**src/rtl/fetch_stage.sv**
```systemverilog
// ---------------------------------------------------------------------------
// fetch_stage
//
// Purpose:
//    Instruction fetch front end. Issues one instruction-memory request at a
//    time, buffers the returned word, and presents it to decode until decode
//    accepts it. A redirect from execute replaces the PC and causes any
//    in-flight response to be dropped.
//
// Ports:
//    CLK          in   single clock, rising-edge
//    RST_N        in   asynchronous active-low reset
//    StallF       in   decode cannot take the presented instruction
//    PCSrcE       in   redirect request
//    PCTargetE    in   redirect target (low two bits ignored)
//    IMemReq      out  instruction-memory request valid
//    IMemAddr     out  request address (word aligned)
//    IMemRdy      in   memory accepts the request this cycle
//    IMemRValid   in   IMemRData carries a response
//    IMemRData    in   returned instruction word
//    InstrF       out  fetched instruction, NOP_INSTR when not valid
//    InstrValidF  out  InstrF holds a valid instruction
//    PCF          out  current fetch PC
//    PCPlus4F     out  PCF + 4 (wraps modulo 2^32)
// ---------------------------------------------------------------------------
module fetch_stage #(
   parameter logic [31:0] RESET_VECTOR = 32'h00000000,
   parameter logic [31:0] NOP_INSTR    = 32'h00000013
) (
   input  logic        CLK,
   input  logic        RST_N,
   input  logic        StallF,
   input  logic        PCSrcE,
   input  logic [31:0] PCTargetE,
   output logic        IMemReq,
   output logic [31:0] IMemAddr,
   input  logic        IMemRdy,
   input  logic        IMemRValid,
   input  logic [31:0] IMemRData,
   output logic [31:0] InstrF,
   output logic        InstrValidF,
   output logic [31:0] PCF,
   output logic [31:0] PCPlus4F
);

   typedef enum logic [1:0] {
      IDLE  = 2'd0,
      REQ   = 2'd1,
      WAIT  = 2'd2,
      VALID = 2'd3
   } fetchState_e;

   fetchState_e state_q, state_d;
   logic [31:0] pc_q, pc_d;
   logic        drop_q, drop_d;
   logic [31:0] buf_q, buf_d;

   logic [31:0] redirectPc;
   logic [31:0] pcPlus4;

   assign redirectPc = {PCTargetE[31:2], 2'b00};
   assign pcPlus4    = pc_q + 32'd4;

   // Next-state logic. A redirect always wins over stall and normal
   // sequencing. The drop flag remembers that an accepted request belongs to
   // a stale PC so its response must be thrown away rather than buffered;
   // this keeps at most one request outstanding at any time.
   always_comb begin
      state_d = state_q;
      pc_d    = pc_q;
      drop_d  = drop_q;
      buf_d   = buf_q;

      unique case (state_q)
         IDLE: begin
            if (PCSrcE) begin
               pc_d = redirectPc;
            end
            state_d = REQ;
         end

         REQ: begin
            if (PCSrcE) begin
               pc_d = redirectPc;
               if (IMemRdy) begin
                  drop_d  = 1'b1;
                  state_d = WAIT;
               end
            end else if (IMemRdy) begin
               state_d = WAIT;
            end
         end

         WAIT: begin
            if (PCSrcE) begin
               pc_d = redirectPc;
               if (IMemRValid) begin
                  drop_d  = 1'b0;
                  state_d = REQ;
               end else begin
                  drop_d = 1'b1;
               end
            end else if (IMemRValid) begin
               if (drop_q) begin
                  drop_d  = 1'b0;
                  state_d = REQ;
               end else begin
                  buf_d   = IMemRData;
                  state_d = VALID;
               end
            end
         end

         VALID: begin
            if (PCSrcE) begin
               pc_d    = redirectPc;
               state_d = REQ;
            end else if (!StallF) begin
               pc_d    = pcPlus4;
               state_d = REQ;
            end
         end

         default: begin
            state_d = IDLE;
         end
      endcase
   end

   // State registers; reset forces the idle state immediately, even with a
   // request in flight, so a later response arrives outside WAIT and is
   // ignored.
   always_ff @(posedge CLK or negedge RST_N) begin
      if (!RST_N) begin
         state_q <= IDLE;
         pc_q    <= RESET_VECTOR;
         drop_q  <= 1'b0;
         buf_q   <= NOP_INSTR;
      end else begin
         state_q <= state_d;
         pc_q    <= pc_d;
         drop_q  <= drop_d;
         buf_q   <= buf_d;
      end
   end

   // Outputs decode only registered state, so none of them depend
   // combinationally on the memory handshake inputs.
   assign IMemReq     = (state_q == REQ);
   assign IMemAddr    = pc_q;
   assign InstrValidF = (state_q == VALID);
   assign InstrF      = (state_q == VALID) ? buf_q : NOP_INSTR;
   assign PCF         = pc_q;
   assign PCPlus4F    = pcPlus4;

endmodule

```
**config.mk**
```make
export PLATFORM = sky130hd
export DESIGN_NAME = fetch_stage
export DESIGN_NICKNAME = d
export VERILOG_FILES = /design/src/rtl/fetch_stage.sv
export SDC_FILE = /design/constraint.sdc
export NUM_CORES = 1
export LEC_CHECK = 0
export CORE_MARGIN = 2
export CORE_UTILIZATION = 43
export CTS_BUF_LIST = sky130_fd_sc_hd__clkbuf_16
export CTS_CLUSTER_DIAMETER = 120
export DETAILED_ROUTE_END_ITERATION = 10
export GPL_TIMING_DRIVEN = 0
export PLACE_DENSITY = 0.83
export SYNTH_ARGS = -nofsm -noshare
export SYNTH_HDL_FRONTEND = slang
export SYNTH_SLANG_ARGS = --single-unit
```
**constraint.sdc**
```tcl
create_clock -name CLK -period 2.2 [get_ports CLK]
set_input_delay 0.33 -clock CLK [delete_from_list [all_inputs] [get_ports CLK]]
set_output_delay 0.33 -clock CLK [all_outputs]
set_load 0.02 [all_outputs]
```
## Word-level counts from Yosys, hierarchy flattened

Cells that the tools add are included.

| word-level totals | value |
|---|---|
| register bits after elaboration | 67 |

| cells by class | value |
|---|---|
| equal/unequal tests | 9 |
| reductions and logical operators | 7 |
| add/subtract/negate cells | 1 |
| mux-type cells | 19 |
| bitwise operators | 2 |

Operators with widths:

| cell | number |
|---|---|
| 32-bit two-way mux | 4 |
| 32-bit one-hot mux with 2 select lines | 1 |
| 32-bit by 3-bit adder with 32-bit output, second input constant | 1 |
| 2-bit two-way mux | 7 |
| 2-bit one-hot mux with 4 select lines | 1 |
| 4-bit AND reduction | 2 |
| 3-bit inequality test, second input constant | 2 |
| 1-bit two-way mux | 5 |
| 2-bit equality test, second input constant | 2 |
| 2-bit by 1-bit inequality test with 1-bit output, second input constant | 2 |
| 2-bit inequality test, second input constant | 2 |
| 3-bit AND reduction | 1 |
| 3-bit OR reduction | 1 |
| 2-bit by 1-bit equality test with 1-bit output, second input constant | 1 |
| 2-bit zero test | 1 |
| 1-bit NOT | 2 |
| 1-bit one-hot mux with 2 select lines | 1 |
| 2-bit AND reduction | 1 |
| 2-bit nonzero test | 1 |

## Longest topological paths before layout

Gate-level depths: netlist of run 1.

| depth | value |
|---|---|
| depth in word-level cells | 4 |
| gate-level depth with buffers | 8 |
| gate-level depth less buffers | 5 |

## Worst setup path before layout of run 1

Ideal clock, no wire load.

| timing path | value |
|---|---|
| kind | reg2out |
| start point | register pc_q[20], in the netlist IMemAddr[20] |
| end point | output port PCPlus4F[31] |
| cell stages (with the launch flop) | 6 |
| arrival | 1919 ps |
| slack | -49 ps |
| buffers on the path | 1 |
| required time | 1870 ps |
| path through | dfrtp_1 clkbuf_1 nand4_1 nor4_1 nand4_1 xnor2_1 |

| between the ends | value |
|---|---|
| cells in the longest elaborated chain, start to end | 1 |

Ends and longest elaborated chain:

| item | RTL line | RTL |
|---|---|---|
| start: declaration | 54 | `logic [31:0] pc_q, pc_d;` |
| start signal: assignment | 141 | `pc_q <= pc_d;` |
| 32-bit by 3-bit adder with 32-bit output | 62 | `assign pcPlus4 = pc_q + 32'd4;` |
| end: declaration | 43 | `output logic [31:0] PCPlus4F` |

Every way passes these cells.

## Final worst setup path of run 1

| timing path | value |
|---|---|
| start point | register pc_q[6], in the netlist IMemAddr[6] |
| end point | output port PCPlus4F[20] |

The elaborated chain is that of the path after synthesis.

==> impl_metrics.ini, run 1 <==
[cells_and_area]
final_common_cell = clkdlybuf4s50_1
syn2layout_area_growth_pct = 75.1
finalCoreUtilization = 0.763
drive_gt1_frac = 0.401
fill_cells = 630
finalNonFillerCells = 899
final_nets = 833
antenna_cells = 0
final_cell_mix = 130 x clkdlybuf4s50_1, 128 x buf_4, 39 x dfrtp_1, 38 x and2_1, 34 x mux2_2

[floorplan]
die-area_mm2 = 0.0111
initial_core_util = 0.436
core_mm2 = 0.0101
rows = 37
fp.dieH_um = 105
num_io_pins = 200
dieWidth_um = 105

[detailed_routing]
vias = 5298
drc = 0
initialDrtViolationCount = 601
finalWirelength_mm = 17.9
avgRoutedWirePerCell_um = 19.9
drtPass1Iterations = 5
drt-vias-per-instance = 5.89
ant_nets = 0

[synthesis]
synth_async_sr_flop_share = 1.00
ys.flop_type = dfrtp_1
syn-cell-area_mm2 = 0.00442
ys_ff_latch = 65
synth_edf_count = 0
synth_cell_types = 56
synthCells = 479
yosysSeqAreaShare = 0.369
ys_warn_count = 0
syn_area_per_cell_um2 = 9.22

[sta]
finalSetupViolations = 16
max_freq_ghz = 0.419
relSlewSlack = 0.423
final_max_slew_viol_count = 0
finalHoldViolations = 0
period_needed_ns = 2.39
setup_slack_ns = -0.187
fin_tns_setup_ns = -1.65
rsz0062_at_grt = true
tightest_slew_ns = 0.865
skew_ns = 0.00976
min_period_over_period = 1.09

[clock_network]
clkLatencyLatePin_ns = 0.34
clk_pin_slew_ns = 0.06
cts_buffers = 9
cts_hold_buffers = 0
root_buffer = clkbuf_16
htreeDepth = 3
cts.sinks = 65
clk_path_buf_depth = 2
cts_tree = built

[power]
vdd_drop_max_uv = 544
p_comb_frac = 0.580
p_switching_uw = 3620
pwr-share-clk = 0.158
p_sw_frac = 0.424
p_int_uw = 4910
seqPwrFrac = 0.263
power_density_mw_per_mm2 = 1100
leakagePower_uw = 0.00342

[outcome]
violations = setup timing
status = finished, violations left

[grt]
grt_pass1_vias = 5059
grt_pass1_wl_mm = 25.8
grt_max_degree = 66
antenna_found_initial = 0
grtUsageTotal = 0.293
grt_remaining_overflow = 0

[setup_path]
startpoint_type = register
path_class = register to output port
crit_fanout = 6
endpoint_kind = output port
cp_data_arrival_time_ns = 2.06
ff2ff_setup_slack_ns = -0.04
worst_ep_required_time_ns = 1.87

[placement]
dp_slack_ns = -0.827
dpl.hpwl_mm = 10.8
dp.cells = 811
numPortBuffers = 191
gp_congestion = 0.926

[flow_run]
cap_violations = 0

[worst_hold_path]
min_path_type = primary input to asynchronous set/reset pin
-- critical path, stage by stage (launching register included) --
cell and delay, ns:
dfrtp_2 0.42, and4_1 0.22, buf_2 0.20, nand4_1 0.20, buf_4 0.21, nor2_2 0.13
xor2_1 0.17, buf_4 0.17
-- stage by stage --
step	total power (uW)	hold slack, ns	instance area (um2)
finish	8530	0.111	7740
global route	8870	0.187	7740
CTS	8150	0.130	7430
detailed placement	6510	0.485	6580
global placement	6380	0.481	6590
floorplan	4540	0.0344	4500
-- cells in the mapped netlist (all sizes together) (4+ instances only) --
| master | count | area [um2] |
|---|---|---|
| a21oi | 11 | 55.1 |
| and2 | 39 | 244 |
| and3 | 5 | 31.3 |
| and4 | 6 | 52.6 |
| buf | 52 | 350 |
| clkbuf | 19 | 71.3 |
| dfrtp | 62 | 1550 |
| ha | 5 | 62.6 |
| inv | 9 | 33.8 |
| mux2 | 34 | 383 |
| mux2i | 8 | 80.1 |
| nand2 | 32 | 120 |
| nand2b | 5 | 31.3 |
| nand3 | 23 | 115 |
| nand4 | 24 | 165 |
| nor2 | 21 | 78.8 |
| nor3 | 7 | 35.0 |
| nor4 | 10 | 77.6 |
| o211ai | 9 | 67.6 |
| o21ai | 18 | 90.1 |
| o311ai | 4 | 35.0 |
| xnor2 | 19 | 166 |
| xor2 | 8 | 70.1 |
-- power by group through the flow --
stage | combinational [uW] | sequential, uW | clock (uW)
3_3_place_gp | 4250 | 2130 | 0
6_report | 4950 | 2240 | 1340
2_1_floorplan | 2270 | 2270 | 0
3_5_place_dp | 4330 | 2180 | 0
4_1_cts | 4610 | 2200 | 1340
5_1_grt | 5180 | 2290 | 1390
-- timing repair --
item	CTS	global route
setup endpoints to repair	80	71
setup buffers	43	37
gates resized for setup	262	55
pin swaps	17	22
-- sequential cells by signal (all words and copies together) (netlist names) --
signal / cells
buf_q: 32
drop_q: 1
IMemAddr: 30
state_q: 2
-- per-layer routing --
| layer | vias up | track usage | part of all wire | wire, um |
|---|---|---|---|---|
| li1 | 2246 | - | - | - |
| met2 | 402 | 0.499 | 0.50 | 8870 |
| met1 | 2550 | 0.347 | 0.36 | 6450 |
| met4 | 0 | 0.146 | 0.046 | 824 |
| met5 | - | 0 | 0 | 0 |
| met3 | 100 | 0.0662 | 0.099 | 1770 |
-- worst paths after layout --
path / end / cells past startpoint / start
worst max register to register: IMemAddr[26]$_DFFE_PN0P_ / 9 / IMemAddr[6]$_DFFE_PN0P_
worst min register to register: buf_q[16]$_DFFE_PN0P_ / 1 / buf_q[16]$_DFFE_PN0P_
min in group CLK: buf_q[16]$_DFFE_PN0P_ / 1 / buf_q[16]$_DFFE_PN0P_
worst max-delay path: PCPlus4F[20] / 7 / IMemAddr[6]$_DFFE_PN0P_
worst min-delay path: buf_q[25]$_DFFE_PN0P_ / 1 / RST_N
max in group asynchronous: IMemAddr[20]$_DFFE_PN0P_ / 1 / RST_N
-- area by class of cell --
| class | count | area (um2) | share of cell area |
|---|---|---|---|
| Inverter | 9 | 33.8 | 0.00437 |
| Timing Repair Buffer | 269 | 2440 | 0.315 |
| Multi-Input combinational cell | 339 | 2710 | 0.350 |
| Tap cell | 136 | 170 | 0.0220 |
| Clock buffer | 9 | 225 | 0.0291 |
| Sequential cell | 65 | 1660 | 0.214 |
| Buffer | 65 | 457 | 0.0590 |
| Clock inverter | 7 | 45.0 | 0.00582 |
-- cell families after synthesis --
group | Yosys count | synth area share
simple gates | 186 | 0.240
buf+inv | 80 | 0.103
other cells | 1 | 0.000849
xor+xnor | 27 | 0.0535
fa+ha+maj | 5 | 0.0142
compound gates | 73 | 0.115
mux | 42 | 0.105
flops | 65 | 0.369
Power figures use the tool's default switching activity.
==> inputs of run 2 (changes only) <==
--- a/config.mk
+++ b/config.mk
@@ -8,10 +8,10 @@
 export CORE_MARGIN = 2
 export CORE_UTILIZATION = 43
 export CTS_BUF_LIST = sky130_fd_sc_hd__clkbuf_16
-export CTS_CLUSTER_DIAMETER = 120
 export DETAILED_ROUTE_END_ITERATION = 10
 export GPL_TIMING_DRIVEN = 0
 export PLACE_DENSITY = 0.83
 export SYNTH_ARGS = -nofsm -noshare
 export SYNTH_HDL_FRONTEND = slang
 export SYNTH_SLANG_ARGS = --single-unit
+export TNS_END_PERCENT = 30
==> run 2 against run 1 <==
  * The flow still finishes with violations (setup timing)
  * Register-to-register slack got worse by 0.03 ns
  * Sequential cell count stayed put
  * Via count grew 0.89%
  * Critical path depth increased by 1
  * Total power rose by 4.8%
  * Global-route usage rose by 2.0 points
  * Sequential share of layout area down 0.099 points
  * Clock skew is essentially flat
  * Combinational power up 4%
  * Core utilization up 0.30 points
  * Sequential power is 2% lower
  * Non-clock buffer count unchanged
  * Highest routed layer unchanged
==> impl_metrics.ini, run 2 (synthesis results as in run 1) <==
[outcome]
violations = setup timing
status = finished, violations left

[cells_and_area]
fill_cells = 647
drive_gt1_frac = 0.380
final_nets = 833
syn2layout_area_growth_pct = 75.8
top_register = buf_q
largest_reg_flops = 32
finalCoreUtilization = 0.766
final_cell_mix = 132 x clkdlybuf4s50_1, 127 x buf_4, 40 x dfrtp_1, 38 x and2_1, 34 x mux2_2
antenna_cells = 0
final_common_cell = clkdlybuf4s50_1

[detailed_routing]
vias = 5345
drtPass1Iterations = 6
drc = 0
drt-vias-per-instance = 5.95
finalWirelength_mm = 18.8
ant_nets = 0
avgRoutedWirePerCell_um = 20.9
initialDrtViolationCount = 661

[setup_path]
path_class = register to output port
r2r_start = state_q[0]$_DFFE_PN0P_
startpoint = IMemAddr[4]$_DFFE_PN0P_
cp_data_arrival_time_ns = 2.06
endpoint_kind = output port
crit_fanout = 8
startpoint_type = register
worst_ep_required_time_ns = 1.87

[grt]
grt_remaining_overflow = 0
antenna_found_initial = 0
grtUsageTotal = 0.313
grt_pass1_vias = 5278
grt_max_degree = 66
grt_pass1_wl_mm = 27.5

[floorplan]
die-area_mm2 = 0.0111
rows = 37
core_mm2 = 0.0101
dieWidth_um = 105
num_io_pins = 200
fp.dieH_um = 105
initial_core_util = 0.436

[power]
seqPwrFrac = 0.245
leakagePower_uw = 0.00343
power_density_mw_per_mm2 = 1150
vdd_drop_max_uv = 578
p_int_uw = 5230
p_switching_uw = 3710
pwr-share-clk = 0.178
power.total_uw = 8940
p_sw_frac = 0.415
p_comb_frac = 0.577

[worst_hold_path]
min_path_type = primary input to asynchronous set/reset pin

[sta]
whs_ns = 0.117
period_needed_ns = 2.39
skew_ns = 0.00982
tightest_slew_ns = 0.878
relSlewSlack = 0.415
finalHoldViolations = 0
finalSetupViolations = 36
fin_tns_setup_ns = -2.31
rsz0062_at_grt = true
min_period_over_period = 1.09
final_max_slew_viol_count = 0
setup_slack_ns = -0.191
max_freq_ghz = 0.418

[clock_network]
clkLatencyLatePin_ns = 0.33
cts_buffers = 9
htreeDepth = 3
clk_path_buf_depth = 2
root_buffer = clkbuf_16
cts_hold_buffers = 0
clk_pin_slew_ns = 0.07
cts_tree = built
cts.sinks = 65

[placement]
dp_slack_ns = -0.880
numPortBuffers = 191
dpl.hpwl_mm = 11.0
gp_congestion = 0.923

[flow_run]
cap_violations = 0
run 2: power by group through the flow:
stage                     registers [uW]  logic (uW)  clock network, uW
final                               2190        5150               1590
after global routing                2250        5380               1640
after detailed placement            2160        4330                  0
after floorplan                     2260        2240                  0
after global placement              2120        4240                  0
after CTS                           2180        4660               1570
run 2: final cells by class:
cell class	count	area, um2	area share
flip-flops and latches	65	1660	0.213
inverters	9	33.8	0.00435
repair buffers	270	2490	0.321
well taps	136	170	0.0219
clock inverters	7	95.1	0.0122
plain buffers	64	445	0.0574
multi-input cells	339	2650	0.341
clock buffers	9	225	0.0290
run 2: metal layers:
layer / wire [um] / vias to the layer above / global-route usage
met5: 0 / - / 0
met4: 1150 / 0 / 0.184
met3: 1760 / 127 / 0.0563
met2: 9240 / 430 / 0.521
met1: 6630 / 2551 / 0.379
li1: - / 2237 / -
run 2: path summary, 6_finish.rpt:
check | end | slack [ns] | cells past startpoint
worst max-delay path | PCPlus4F[31] | -0.19 | 8
worst max register to register | IMemAddr[4]$_DFFE_PN0P_ | -0.07 | 7
min in group CLK | buf_q[10]$_DFFE_PN0P_ | 0.50 | 1
worst min register to register | buf_q[10]$_DFFE_PN0P_ | 0.50 | 1
worst min-delay path | IMemAddr[5]$_DFFE_PN0P_ | 0.12 | 1
max in group asynchronous | IMemAddr[23]$_DFFE_PN0P_ | 1.45 | 1
run 2: timing repair:
action	in CTS	in global routing
cloned	0	0
setup endpoints to repair	82	83
resized for setup	270	21
buffers inserted	41	39
pin swaps	19	15
run 2: metrics by stage:
stage	instance area, um2	std cells
after detailed placement	6540	811
after global routing	7770	899
after CTS	7430	862
after floorplan	4460	484
final	7770	899
after global placement	6540	811
run 2: worst max-delay path: stages, from the launching register on:
cell and delay (ns):
dfrtp_1 0.37, buf_6 0.14, nand4_1 0.13, buf_6 0.17, nor3_4 0.23, buf_6 0.19
nand4_1 0.16, xnor2_2 0.17, buf_4 0.16
==> inputs of run 3 (changes only) <==
--- a/config.mk
+++ b/config.mk
@@ -5,6 +5,7 @@
 export SDC_FILE = /design/constraint.sdc
 export NUM_CORES = 1
 export LEC_CHECK = 0
+export ABC_CLOCK_PERIOD_IN_PS = 2200
 export CORE_MARGIN = 2
 export CORE_UTILIZATION = 43
 export CTS_BUF_LIST = sky130_fd_sc_hd__clkbuf_16
==> constraint.sdc (replaced) <==
create_clock -name CLK -period 2.2 [get_ports CLK]
set_input_delay 0.44 -clock CLK [delete_from_list [all_inputs] [get_ports CLK]]
set_output_delay 0.44 -clock CLK [all_outputs]
set_load 0.02 [all_outputs]
==> run 3 against run 2 <==
  * The flow still finishes with violations (setup timing)
  * Critical path depth decreased by 1
  * Hold slack improved by 0.072 ns
  * Die area unchanged
  * First-iteration DRC count shrank 7.6%
  * Highest routed layer unchanged
==> impl_metrics.ini, run 3 (synthesis results as in run 1) <==
[grt]
grt_remaining_overflow = 0
antenna_found_initial = 0
grt_pass1_vias = 5186
grt_pass1_wl_mm = 28.0
grtUsageTotal = 0.324
grt_max_degree = 66

[floorplan]
initial_core_util = 0.436
rows = 37
dieWidth_um = 105
fp.dieH_um = 105
num_io_pins = 200
core_mm2 = 0.0101
die-area_mm2 = 0.0111

[setup_path]
ff2ff_setup_slack_ns = -0.13
worst_ep_required_time_ns = 1.76
crit_fanout = 5
cp_data_arrival_time_ns = 2.23
r2r_start = IMemAddr[9]$_DFFE_PN0P_
startpoint_type = register
startpoint = IMemAddr[9]$_DFFE_PN0P_
endpoint_kind = output port
path_class = register to output port

[detailed_routing]
drc = 0
vias = 5472
drt-vias-per-instance = 5.93
finalWirelength_mm = 20.5
drtPass1Iterations = 7
ant_nets = 0
avgRoutedWirePerCell_um = 22.3
initialDrtViolationCount = 611

[cells_and_area]
final_common_cell = buf_4
finalNonFillerCells = 923
final_nets = 857
final_cell_mix = 145 x buf_4, 128 x clkdlybuf4s50_1, 40 x dfrtp_1, 38 x and2_1, 35 x buf_2
syn2layout_area_growth_pct = 80.0
top_register = buf_q
antenna_cells = 0
largest_reg_flops = 32
drive_gt1_frac = 0.450

[flow_run]
cap_violations = 0

[sta]
setup_slack_ns = -0.470
fin_tns_setup_ns = -6.09
max_freq_ghz = 0.375
skew_ns = 0.0116
min_period_over_period = 1.21
finalSetupViolations = 29
tightest_slew_ns = 0.906
rsz0062_at_grt = true
finalHoldViolations = 0
period_needed_ns = 2.67
final_max_slew_viol_count = 0
relSlewSlack = 0.396

[power]
leakagePower_uw = 0.00367
vdd_drop_max_uv = 797
power_density_mw_per_mm2 = 1140

[clock_network]
cts_hold_buffers = 0
root_buffer = clkbuf_16
cts_tree = built
clk_pin_slew_ns = 0.06
cts_buffers = 9
clkLatencyLatePin_ns = 0.35
clk_path_buf_depth = 2
htreeDepth = 3
cts.sinks = 65

[placement]
gp_congestion = 0.888
dp.cells = 811
dp_slack_ns = -0.989
dpl.hpwl_mm = 11.1
numPortBuffers = 191

[outcome]
violations = setup timing
status = finished, violations left

[worst_hold_path]
min_path_type = primary input to asynchronous set/reset pin
## run 3: changes by cell type in the layout (fill, tap and decap cells not counted), sizes merged, moves of 2 or more
cell	delta
buf	+59
dlygate4sd2	-4
clkdlybuf4s50	-4
clkbuf	+2
clkdlybuf4s15	-29
## run 3: path summary, 6_finish.rpt
kind / cells after the start / to
max: 7 / PCPlus4F[20]
min: 1 / IMemAddr[31]$_DFFE_PN0P_
max reg2reg: 9 / IMemAddr[18]$_DFFE_PN0P_
min reg2reg: 1 / buf_q[14]$_DFFE_PN0P_
max in group asynchronous: 1 / IMemAddr[25]$_DFFE_PN0P_
min in group CLK: 1 / buf_q[14]$_DFFE_PN0P_
## run 3: stage by stage
| stage | power [uW] | utilization | hold WS (ns) | area [um2] |
|---|---|---|---|---|
| after detailed placement | 6550 | 0.654 | 0.489 | 6630 |
| after global placement | 6430 | 0.654 | 0.481 | 6630 |
| after floorplan | 4560 | - | 0.144 | 4550 |
| final | 9040 | 0.784 | 0.188 | 7950 |
| after global routing | 9370 | 0.784 | 0.284 | 7950 |
| after CTS | 8430 | 0.760 | 0.260 | 7700 |
## run 3: worst max-delay path, cell delays in order (launching register included)
cell	delay, ns
dfrtp_2	0.44
buf_6	0.12
and4_1	0.20
buf_6	0.14
nand4_1	0.28
nor2_2	0.22
xor2_1	0.28
buf_4	0.21
## run 3: report_power, final
part / internal, uW / switching [uW] / leakage, uW
clock: 867 / 580 / 0.000144
sequential: 1670 / 519 / 0.000783
combinational: 2680 / 2730 / 0.00274
## run 3: what timing repair did
item                                    4_1_cts  5_1_grt
pin swaps                                    27       30
gates resized for setup                     303      102
endpoints found under the setup margin       88       79
buffers inserted                             65       38
## run 3: final cells by class
class	count	area, um2
Tap cell	136	170
Timing Repair Buffer	294	2550
Multi-Input combinational cell	339	2780
Fill cell	598	2190
Buffer	64	473
Clock buffer	9	225
Sequential cell	65	1660
Clock inverter	7	63.8
Inverter	9	33.8
## run 3: layer usage
metal	share of wire	GRT usage
met5	0	0
met4	0.062	0.156
met3	0.10	0.0891
met2	0.49	0.546
met1	0.34	0.379
